`config.mk`:
```
export PLATFORM = sky130hd
export DESIGN_NAME = z80_clk_ctrl_flat
export DESIGN_NICKNAME = d
export VERILOG_FILES = /design/src/rtl/z80_sys_pkg.sv /design/src/rtl/z80_clk_ctrl_if.sv /design/src/rtl/z80_clk_ctrl_debounce.sv /design/src/rtl/z80_clk_ctrl.sv /design/src/flat_wrapper.sv
export SDC_FILE = /design/constraint.sdc
export NUM_CORES = 1
export LEC_CHECK = 0
export CELL_PAD_IN_SITES_DETAIL_PLACEMENT = 1
export CELL_PAD_IN_SITES_GLOBAL_PLACEMENT = 1
export CORE_ASPECT_RATIO = 0.7
export CORE_MARGIN = 2
export CORE_UTILIZATION = 44
export CTS_CLUSTER_SIZE = 40
export DETAILED_ROUTE_END_ITERATION = 10
export GPL_ROUTABILITY_DRIVEN = 0
export HOLD_SLACK_MARGIN = 0.1
export PLACE_DENSITY_LB_ADDON = 0.08
export SLEW_MARGIN = 20
export SYNTH_ARGS = -nofsm -noshare
export SYNTH_HDL_FRONTEND = slang
export SYNTH_SLANG_ARGS = --single-unit
```
`constraint.sdc`:
```
create_clock -name mclk -period 4.03 [get_ports mclk]
set_clock_uncertainty 0.05 [all_clocks]
set_input_delay 0.806 -clock mclk [delete_from_list [all_inputs] [get_ports mclk]]
set_output_delay 0.806 -clock mclk [all_outputs]
set_load 0.01 [all_outputs]
```
`src/rtl/z80_sys_pkg.sv`:
```
// Shared definitions for the Z80 system blocks: CPU clock mode encodings and divider defaults.
package z80_sys_pkg;

   localparam logic [1:0] MODE_RUN  = 2'b00;
   localparam logic [1:0] MODE_STEP = 2'b01;
   localparam logic [1:0] MODE_HALT = 2'b10;

   localparam int SYS_DIV_DEFAULT = 5_000_000;

endpackage

```
`src/rtl/z80_clk_ctrl_if.sv`:
```
// Control/status bundle of the CPU clock controller; master = board/test side, slave = controller.
interface z80_clk_ctrl_if #(
   parameter int DIV_W = 26
);

   logic [1:0]       mode;
   logic             div_load;
   logic [DIV_W-1:0] div_value;
   logic             step_btn;
   logic             cpu_rst_req;
   logic             cpu_clk;
   logic             cpu_clk_rise;
   logic             cpu_nreset;
   logic             stepping;
   logic [15:0]      cycle_count;

   modport master (
      output mode, div_load, div_value, step_btn, cpu_rst_req,
      input  cpu_clk, cpu_clk_rise, cpu_nreset, stepping, cycle_count
   );

   modport slave (
      input  mode, div_load, div_value, step_btn, cpu_rst_req,
      output cpu_clk, cpu_clk_rise, cpu_nreset, stepping, cycle_count
   );

endinterface

```
`src/rtl/z80_clk_ctrl_debounce.sv`:
```
// Push-button conditioner: 2-FF synchroniser, stability counter and a one-cycle rising-edge pulse.
module btn_debounce #(
   parameter int DEBOUNCE_W = 16
) (
   input  logic mclk,
   input  logic rst,
   input  logic btn,
   output logic pulse
);

   logic [1:0]            sync;
   logic                  stable;
   logic [DEBOUNCE_W-1:0] cnt;

   // A new level is accepted only after it has differed from the stable level for 2**DEBOUNCE_W samples.
   always_ff @(posedge mclk or posedge rst) begin
      if (rst) begin
         sync   <= 2'b00;
         stable <= 1'b0;
         cnt    <= '0;
         pulse  <= 1'b0;
      end else begin
         sync  <= {sync[0], btn};
         pulse <= 1'b0;
         if (sync[1] == stable) begin
            cnt <= '0;
         end else if (cnt == '1) begin
            stable <= sync[1];
            cnt    <= '0;
            pulse  <= sync[1];
         end else begin
            cnt <= cnt + 1'b1;
         end
      end
   end

endmodule

```
`src/rtl/z80_clk_ctrl.sv`:
```
// CPU clock/reset controller: divides mclk into a 50% cpu_clk, sequences nRESET, and supports run/step/halt.
module z80_clk_ctrl
   import z80_sys_pkg::*;
#(
   parameter int DIV_W        = 26,
   parameter int DIV_DEFAULT  = SYS_DIV_DEFAULT,
   parameter int RESET_CYCLES = 4,
   parameter int DEBOUNCE_W   = 16
) (
   input  logic           mclk,
   input  logic           rst,
   z80_clk_ctrl_if.slave  bus
);

   localparam int RC_W = $clog2(RESET_CYCLES + 1);
   localparam logic [RC_W-1:0] RC_LAST = RC_W'(RESET_CYCLES);

   localparam logic [1:0] ST_IDLE    = 2'd0;
   localparam logic [1:0] ST_PENDING = 2'd1;
   localparam logic [1:0] ST_HIGH    = 2'd2;

   logic [DIV_W-1:0] div_reg;
   logic [DIV_W-1:0] counter;
   logic             tick;
   logic             clk_en;
   logic             rise_ev;
   logic             fall_ev;
   logic             step_pulse;
   logic             rst_active;
   logic [RC_W-1:0]  rst_cnt;
   logic [1:0]       step_state;
   logic             cpu_clk_q;
   logic             cpu_clk_rise_q;
   logic             cpu_nreset_q;
   logic             stepping_q;
   logic [15:0]      cycle_count_q;

   btn_debounce #(
      .DEBOUNCE_W (DEBOUNCE_W)
   ) u_step_btn (
      .mclk  (mclk),
      .rst   (rst),
      .btn   (bus.step_btn),
      .pulse (step_pulse)
   );

   // Terminal test uses >= so a divisor shrunk below the running count ends the half-period at once.
   assign tick = (counter >= div_reg);

   always_comb begin
      clk_en = rst_active
            || (bus.mode == MODE_RUN)
            || ((bus.mode == MODE_STEP) && (step_state == ST_PENDING));
   end

   assign rise_ev = tick && !cpu_clk_q && clk_en;
   assign fall_ev = tick && cpu_clk_q;

   always_ff @(posedge mclk or posedge rst) begin
      if (rst) begin
         div_reg <= DIV_W'(DIV_DEFAULT);
         counter <= '0;
      end else begin
         if (bus.div_load) begin
            div_reg <= bus.div_value;
         end
         counter <= tick ? '0 : counter + 1'b1;
      end
   end

   // The high phase always completes; only the low-to-high transition is gated.
   always_ff @(posedge mclk or posedge rst) begin
      if (rst) begin
         cpu_clk_q      <= 1'b0;
         cpu_clk_rise_q <= 1'b0;
         cycle_count_q  <= 16'd0;
      end else begin
         cpu_clk_rise_q <= rise_ev;
         if (fall_ev) begin
            cpu_clk_q <= 1'b0;
         end else if (rise_ev) begin
            cpu_clk_q     <= 1'b1;
            cycle_count_q <= cycle_count_q + 16'd1;
         end
      end
   end

   always_ff @(posedge mclk or posedge rst) begin
      if (rst) begin
         rst_active   <= 1'b1;
         rst_cnt      <= '0;
         cpu_nreset_q <= 1'b0;
      end else if (bus.cpu_rst_req) begin
         rst_active   <= 1'b1;
         rst_cnt      <= '0;
         cpu_nreset_q <= 1'b0;
      end else if (rst_active) begin
         if (rise_ev && (rst_cnt != RC_LAST)) begin
            rst_cnt <= rst_cnt + 1'b1;
         end
         if (fall_ev && (rst_cnt == RC_LAST)) begin
            rst_active   <= 1'b0;
            cpu_nreset_q <= 1'b1;
         end
      end
   end

   // Step FSM: a pending step is only accepted from idle, so button edges mid-step are ignored.
   always_ff @(posedge mclk or posedge rst) begin
      if (rst) begin
         step_state <= ST_IDLE;
         stepping_q <= 1'b0;
      end else begin
         case (step_state)
            ST_IDLE: begin
               if (step_pulse && (bus.mode == MODE_STEP) && !rst_active && !bus.cpu_rst_req) begin
                  step_state <= ST_PENDING;
                  stepping_q <= 1'b1;
               end
            end
            ST_PENDING: begin
               if (bus.cpu_rst_req || (bus.mode != MODE_STEP)) begin
                  step_state <= ST_IDLE;
                  stepping_q <= 1'b0;
               end else if (rise_ev) begin
                  step_state <= ST_HIGH;
               end
            end
            ST_HIGH: begin
               if (fall_ev) begin
                  step_state <= ST_IDLE;
                  stepping_q <= 1'b0;
               end
            end
            default: begin
               step_state <= ST_IDLE;
               stepping_q <= 1'b0;
            end
         endcase
      end
   end

   assign bus.cpu_clk      = cpu_clk_q;
   assign bus.cpu_clk_rise = cpu_clk_rise_q;
   assign bus.cpu_nreset   = cpu_nreset_q;
   assign bus.stepping     = stepping_q;
   assign bus.cycle_count  = cycle_count_q;

endmodule

```
`src/flat_wrapper.sv`:
```
// flat-port wrapper written by rule: the top's interface ports become plain ports
module z80_clk_ctrl_flat import z80_sys_pkg::*;
#(
   parameter int DIV_W        = 26,
   parameter int DIV_DEFAULT  = SYS_DIV_DEFAULT,
   parameter int RESET_CYCLES = 4,
   parameter int DEBOUNCE_W   = 16
)
  (mclk, rst, bus_mode, bus_div_load, bus_div_value, bus_step_btn, bus_cpu_rst_req, bus_cpu_clk, bus_cpu_clk_rise, bus_cpu_nreset, bus_stepping, bus_cycle_count);
  z80_clk_ctrl_if #(.DIV_W(DIV_W)) bus_i ();
  input  logic mclk;
  input  logic rst;
  input wire logic [$bits(bus_i.mode)-1:0] bus_mode;
  input wire logic [$bits(bus_i.div_load)-1:0] bus_div_load;
  input wire logic [$bits(bus_i.div_value)-1:0] bus_div_value;
  input wire logic [$bits(bus_i.step_btn)-1:0] bus_step_btn;
  input wire logic [$bits(bus_i.cpu_rst_req)-1:0] bus_cpu_rst_req;
  output wire logic [$bits(bus_i.cpu_clk)-1:0] bus_cpu_clk;
  output wire logic [$bits(bus_i.cpu_clk_rise)-1:0] bus_cpu_clk_rise;
  output wire logic [$bits(bus_i.cpu_nreset)-1:0] bus_cpu_nreset;
  output wire logic [$bits(bus_i.stepping)-1:0] bus_stepping;
  output wire logic [$bits(bus_i.cycle_count)-1:0] bus_cycle_count;
  assign bus_i.mode = bus_mode;
  assign bus_i.div_load = bus_div_load;
  assign bus_i.div_value = bus_div_value;
  assign bus_i.step_btn = bus_step_btn;
  assign bus_i.cpu_rst_req = bus_cpu_rst_req;
  assign bus_cpu_clk = bus_i.cpu_clk;
  assign bus_cpu_clk_rise = bus_i.cpu_clk_rise;
  assign bus_cpu_nreset = bus_i.cpu_nreset;
  assign bus_stepping = bus_i.stepping;
  assign bus_cycle_count = bus_i.cycle_count;
  z80_clk_ctrl #(.DIV_W(DIV_W), .DIV_DEFAULT(DIV_DEFAULT), .RESET_CYCLES(RESET_CYCLES), .DEBOUNCE_W(DEBOUNCE_W)) u_core (.mclk(mclk), .rst(rst), .bus(bus_i));
endmodule
```
==> flow_summary.toml, run 1 <==
[route]
wl_met1_um = 5490
final_antenna_net_count = 0
dr_wl_met2_um = 4870
wl_per_cell_um = 15.3
drc_errors = 0
routed.top_layer = "met4"
viasPerCell = 5.10
drtIter0Drc = 166
vias = 3612
wl_um = 10800
met3_length_um = 305
first_pass_iters = 4

[floorplanning]
die_w_um = 130
start_util_pct = 44.9
placeableCoreArea_um2 = 10900
rows = 32
die_h_um = 92.4
ios = 53
die_area_um2 = 12000

[critical_path]
path_max_fanout = 40
end_kind = "register"
crit_chain = "inv_1 > ha_1 > nand4_1 > nor4_2 > a221oi_1 > o21ai_2 > or2_4 > and4b_4 > mux2_4"
critPathRequiredTime_ns = 4.21
cpMaxStageDelayCell = "dfstp_2"
slowest_delay_ns = 0.52
r2r-start = "u_core.div_reg[19]$_DFFE_PP1P_"
cp.arrival_ns = 3.17
crit_type = "register to register"
start_kind = "register"
crit_start = "u_core.div_reg[19]$_DFFE_PP1P_"

[cells_and_area]
nets = 614
antenna_cells = 0
syn_to_final_growth_pct = 19.4
final_common_cell = "dfrtp_1"
drive_above_1_share_pct = 7.75
final_core_util_pct = 53.7
layoutNonFillerInstCount = 708
most-common-layout-cells = "89 x dfrtp_1, 61 x nor2_1, 53 x nand2_1"

[timing]
relSlewSlack_pct = 50.2
final.min_clock_period_ns = 2.99
slew_violations = 0
rsz0062_at_grt = "false"
hold_viol = 0
tns_ns = 0
setup_ws_ns = 1.04
report.final.setup_viol = 0
clock.fmax_mhz = 335
tightestPinTransition_ns = 0.747
period_share_pct = 74.1

[global_route]
grt_pass1_wl_um = 18700
grt_pass1_vias = 3771
grt_max_degree = 58
grt.total_usage_pct = 19.8
grt_overflow = 0
antenna_found_initial = 0

[job]
max_cap_viol_count = 0

[logic_synthesis]
synth_edf_count = 0
synthFlopType = "dfrtp_1"
synth.distinct_cells = 49
synth_nets = 562
postSynthCellCount = 498
yosysWarnings = 0
seq_area_frac_synth_pct = 50.2
ys_ff_latch = 98
syn_area_um2 = 4910
synthArstFlopShare_pct = 100
synth_area_per_cell_um2 = 9.86

[clocking]
cts_num_sinks = 98
htreeDepth = 3
cts_setup_buffers = 0
clk_pin_slew_ns = 0.07
ctsHoldBuffers = 0
clk_latency_ns = 0.35
cts_buffer_depth = 2
root_buffer = "clkbuf_16"
cts_tree = "yes"
cts_buffers = 9
cts_resized = 0

[pwr]
p_leak_nw = 2.70
pwr_density_cell_nw_per_um2 = 353
finalPower_mw = 2.07
vdd_drop_max_uv = 230

[worst_hold_path]
hold_path_startpoint = "u_core.u_step_btn.sync[0]$_DFF_PP0_"
hp-class = "register to register"

[place]
post-place-ws_ns = 1.06
dp_hpwl_um = 7830
port_buffers = 52
placedCellCount = 692

[outcome]
outcome = "completed"
[where the power goes]
group | switching (mW) | internal (mW)
registers | 0.0373 | 1.03
clock network | 0.372 | 0.432
logic | 0.107 | 0.0908
[critical path, delay by kind of cell, from the launching register on]
kind / cells / cell delay, ns
muxes: 1 / 0.30
adders and majority gates: 1 / 0.28
DFF: 1 / 0.52
and+or+nand+nor: 4 / 1.35
buffers and inverters: 1 / 0.05
AOI/OAI and AO/OA: 2 / 0.29
[routing by layer]
metal	vias to the layer above	global-route usage [%]
met1	1781	28.3
met2	51	30.4
met5	-	0
met4	0	6.45
met3	13	3.87
li1	1767	-
[cell families (layout without fill, tap and decap cells)]
family	count (synthesis)	in the layout	share of synthesized area, %
AO/OA/AOI/OAI	64	64	7.39
buffers and inverters	50	107	4.05
multiplexers	6	6	1.43
adder cells (fa/ha/maj)	31	31	7.90
flip-flops	98	98	50.2
AND/OR/NAND/NOR	198	198	20.0
XOR/XNOR	51	51	9.10
[stage by stage]
stage | instance area [um2] | hold slack [ns]
5_1_grt | 5870 | 0.319
3_5_place_dp | 5590 | 0.289
6_report | 5870 | 0.305
4_1_cts | 5870 | 0.309
2_1_floorplan | 4910 | 0.281
3_3_place_gp | 5590 | 0.287
[worst paths after layout]
check | cells after the start | endpoint | slack (ns)
max | 9 | u_core.rst_cnt[0]$_DFFE_PP0P_ | 1.04
min | 0 | u_core.u_step_btn.sync[1]$_DFF_PP0_ | 0.30
max reg2reg | 9 | u_core.rst_cnt[0]$_DFFE_PP0P_ | 1.04
min reg2reg | 0 | u_core.u_step_btn.sync[1]$_DFF_PP0_ | 0.30
max in group asynchronous | 3 | u_core.div_reg[11]$_DFFE_PP1P_ | 2.32
min in group asynchronous | 2 | u_core.bus.stepping$_DFFE_PP0P_ | 0.88
[area by class of cell]
| type | instances | area [um2] |
|---|---|---|
| Timing Repair Buffer | 54 | 548 |
| Clock inverter | 5 | 30.0 |
| Tap cell | 153 | 191 |
| Inverter | 37 | 141 |
| Fill cell | 1237 | 5060 |
| Multi-Input combinational cell | 350 | 2250 |
| Sequential cell | 98 | 2460 |
| Clock buffer | 11 | 243 |
[cell usage after synthesis (6+ instances only)]
library cell  number  area share (%)
nand3_1           27             2.8
dfstp_2            9             4.8
nor2_1            61             4.7
clkbuf_1           9            0.69
and3_1            15             1.9
inv_1             37             2.8
xnor2_1           22             3.9
a21oi_1           17             1.7
nand2b_1           6            0.76
dfrtp_1           89              45
ha_1              31             7.9
xor2_1            29             5.2
o21ai_0           33             3.4
nand4_1            7            0.89
nand2_1           53             4.1
No activity file was read; power rests on OpenSTA's default activity.
==> run 2, diff against run 1 <==
Clock period 4.03 ns to 3 ns, I/O delays scaled along.
==> run 2 against run 1 <==
Sequential share of layout area is 0.50 points lower; hold slack worse by 0.0034 ns; core utilization rose by 0.65 points; largest cell class unchanged.
==> flow_summary.toml, run 2 (synthesis results as in run 1) <==
[pwr]
pwr_density_cell_nw_per_um2 = 486
vdd_drop_max_uv = 261
p_leak_nw = 2.75

[clocking]
cts_buffer_depth = 2
cts_tree = "yes"
clk_pin_slew_ns = 0.06
htreeDepth = 3
cts_num_sinks = 98
cts_resized = 0
clk_latency_ns = 0.35
ctsHoldBuffers = 0
cts_setup_buffers = 0
root_buffer = "clkbuf_16"
cts_buffers = 9

[critical_path]
crit_type = "register to register"
cp.arrival_ns = 2.84
start_kind = "register"
end_kind = "register"
path_max_fanout = 6
critPathRequiredTime_ns = 3.18

[floorplanning]
start_util_pct = 44.9
die_area_um2 = 12000
die_w_um = 130
placeableCoreArea_um2 = 10900
die_h_um = 92.4
rows = 32
ios = 53

[timing]
clock.fmax_mhz = 375
final.min_clock_period_ns = 2.66
tns_ns = 0
slew_violations = 0
whs_ns = 0.301
rsz0062_at_grt = "false"
report.final.setup_viol = 0
period_share_pct = 88.8
relSlewSlack_pct = 56.8
hold_viol = 0
tightestPinTransition_ns = 0.639

[cells_and_area]
final_core_util_pct = 54.3
syn_to_final_growth_pct = 20.9
final_cell_area_um2 = 5940
multiInputGateArea_um2 = 2250
drive_above_1_share_pct = 8.75
final_common_cell = "dfrtp_1"
antenna_cells = 0
fillers = 1239
layoutNonFillerInstCount = 713
nets = 619
most-common-layout-cells = "89 x dfrtp_1, 61 x nor2_1, 53 x nand2_1"
regArea_um2 = 2460

[outcome]
outcome = "completed"

[route]
vias = 3667
drc_errors = 0
wl_per_cell_um = 15.8
wl_um = 11300
drtIter0Drc = 187
final_antenna_net_count = 0
first_pass_iters = 4
viasPerCell = 5.14

[global_route]
grt_pass1_vias = 3979
grt.total_usage_pct = 20.5
grt_max_degree = 52
grt_overflow = 0
grt_pass1_wl_um = 19300
antenna_found_initial = 0

[place]
port_buffers = 52
dp_hpwl_um = 8280
placedCellCount = 697
placement.cell_area_um2 = 5630

[job]
max_cap_viol_count = 0

[worst_hold_path]
hp-class = "register to register"
==> run 2: per-stage QoR <==
step                      power [mW]  setup slack (ns)
after floorplan                 1.62             0.638
after global placement          1.72             0.491
after detailed placement        1.74             0.259
after CTS                       2.93             0.321
after global routing            3.02             0.190
final                           2.88             0.335
==> run 2: final timing paths <==
path / startpoint / to / slack [ns] / depth (start not counted)
max in group asynchronous: rst / u_core.div_reg[18]$_DFFE_PP1P_ / 1.68 / 3
max: u_core.div_reg[19]$_DFFE_PP1P_ / u_core.rst_cnt[0]$_DFFE_PP0P_ / 0.34 / 9
min in group asynchronous: rst / u_core.u_step_btn.sync[1]$_DFF_PP0_ / 0.58 / 2
min: u_core.u_step_btn.sync[0]$_DFF_PP0_ / u_core.u_step_btn.sync[1]$_DFF_PP0_ / 0.30 / 0
min reg2reg: u_core.u_step_btn.sync[0]$_DFF_PP0_ / u_core.u_step_btn.sync[1]$_DFF_PP0_ / 0.30 / 0
max reg2reg: u_core.div_reg[19]$_DFFE_PP1P_ / u_core.rst_cnt[0]$_DFFE_PP0P_ / 0.34 / 9
==> run 2: final cells by class <==
cell class	count	share of cell area, %
Multi-Input combinational cell	350	37.9
Clock buffer	11	4.26
Tap cell	153	3.22
Inverter	37	2.40
Clock inverter	5	0.885
Timing Repair Buffer	59	9.86
Sequential cell	98	41.5
==> run 2: critical path, cell delays in order (launching register included) <==
cell	delay, ns
dfstp_2	0.51
inv_1	0.04
ha_1	0.29
a21oi_1	0.21
nor2_1	0.10
a211oi_1	0.40
o21ai_2	0.13
or2_4	0.30
and4b_4	0.22
mux2_4	0.29
==> run 2: where the power goes <==
group	leakage (nW)	internal, mW	switching (mW)
clock	0.151	0.687	0.488
combinational	1.32	0.124	0.149
sequential	1.27	1.39	0.0491
==> run 2: per-layer routing <==
layer | wire length [um] | vias up | track usage, %
met1 | 5530 | 1829 | 27.9
met5 | 0 | - | 0
li1 | - | 1781 | -
met2 | 5270 | 43 | 33.3
met3 | 301 | 14 | 3.81
met4 | 179 | 0 | 6.09
==> run 3, diff against run 2 <==
Settings changed: SETUP_SLACK_MARGIN set to 0.1.
==> results of run 3 <==
No change in the layout: final DEF, timing and power equal those of run 2.
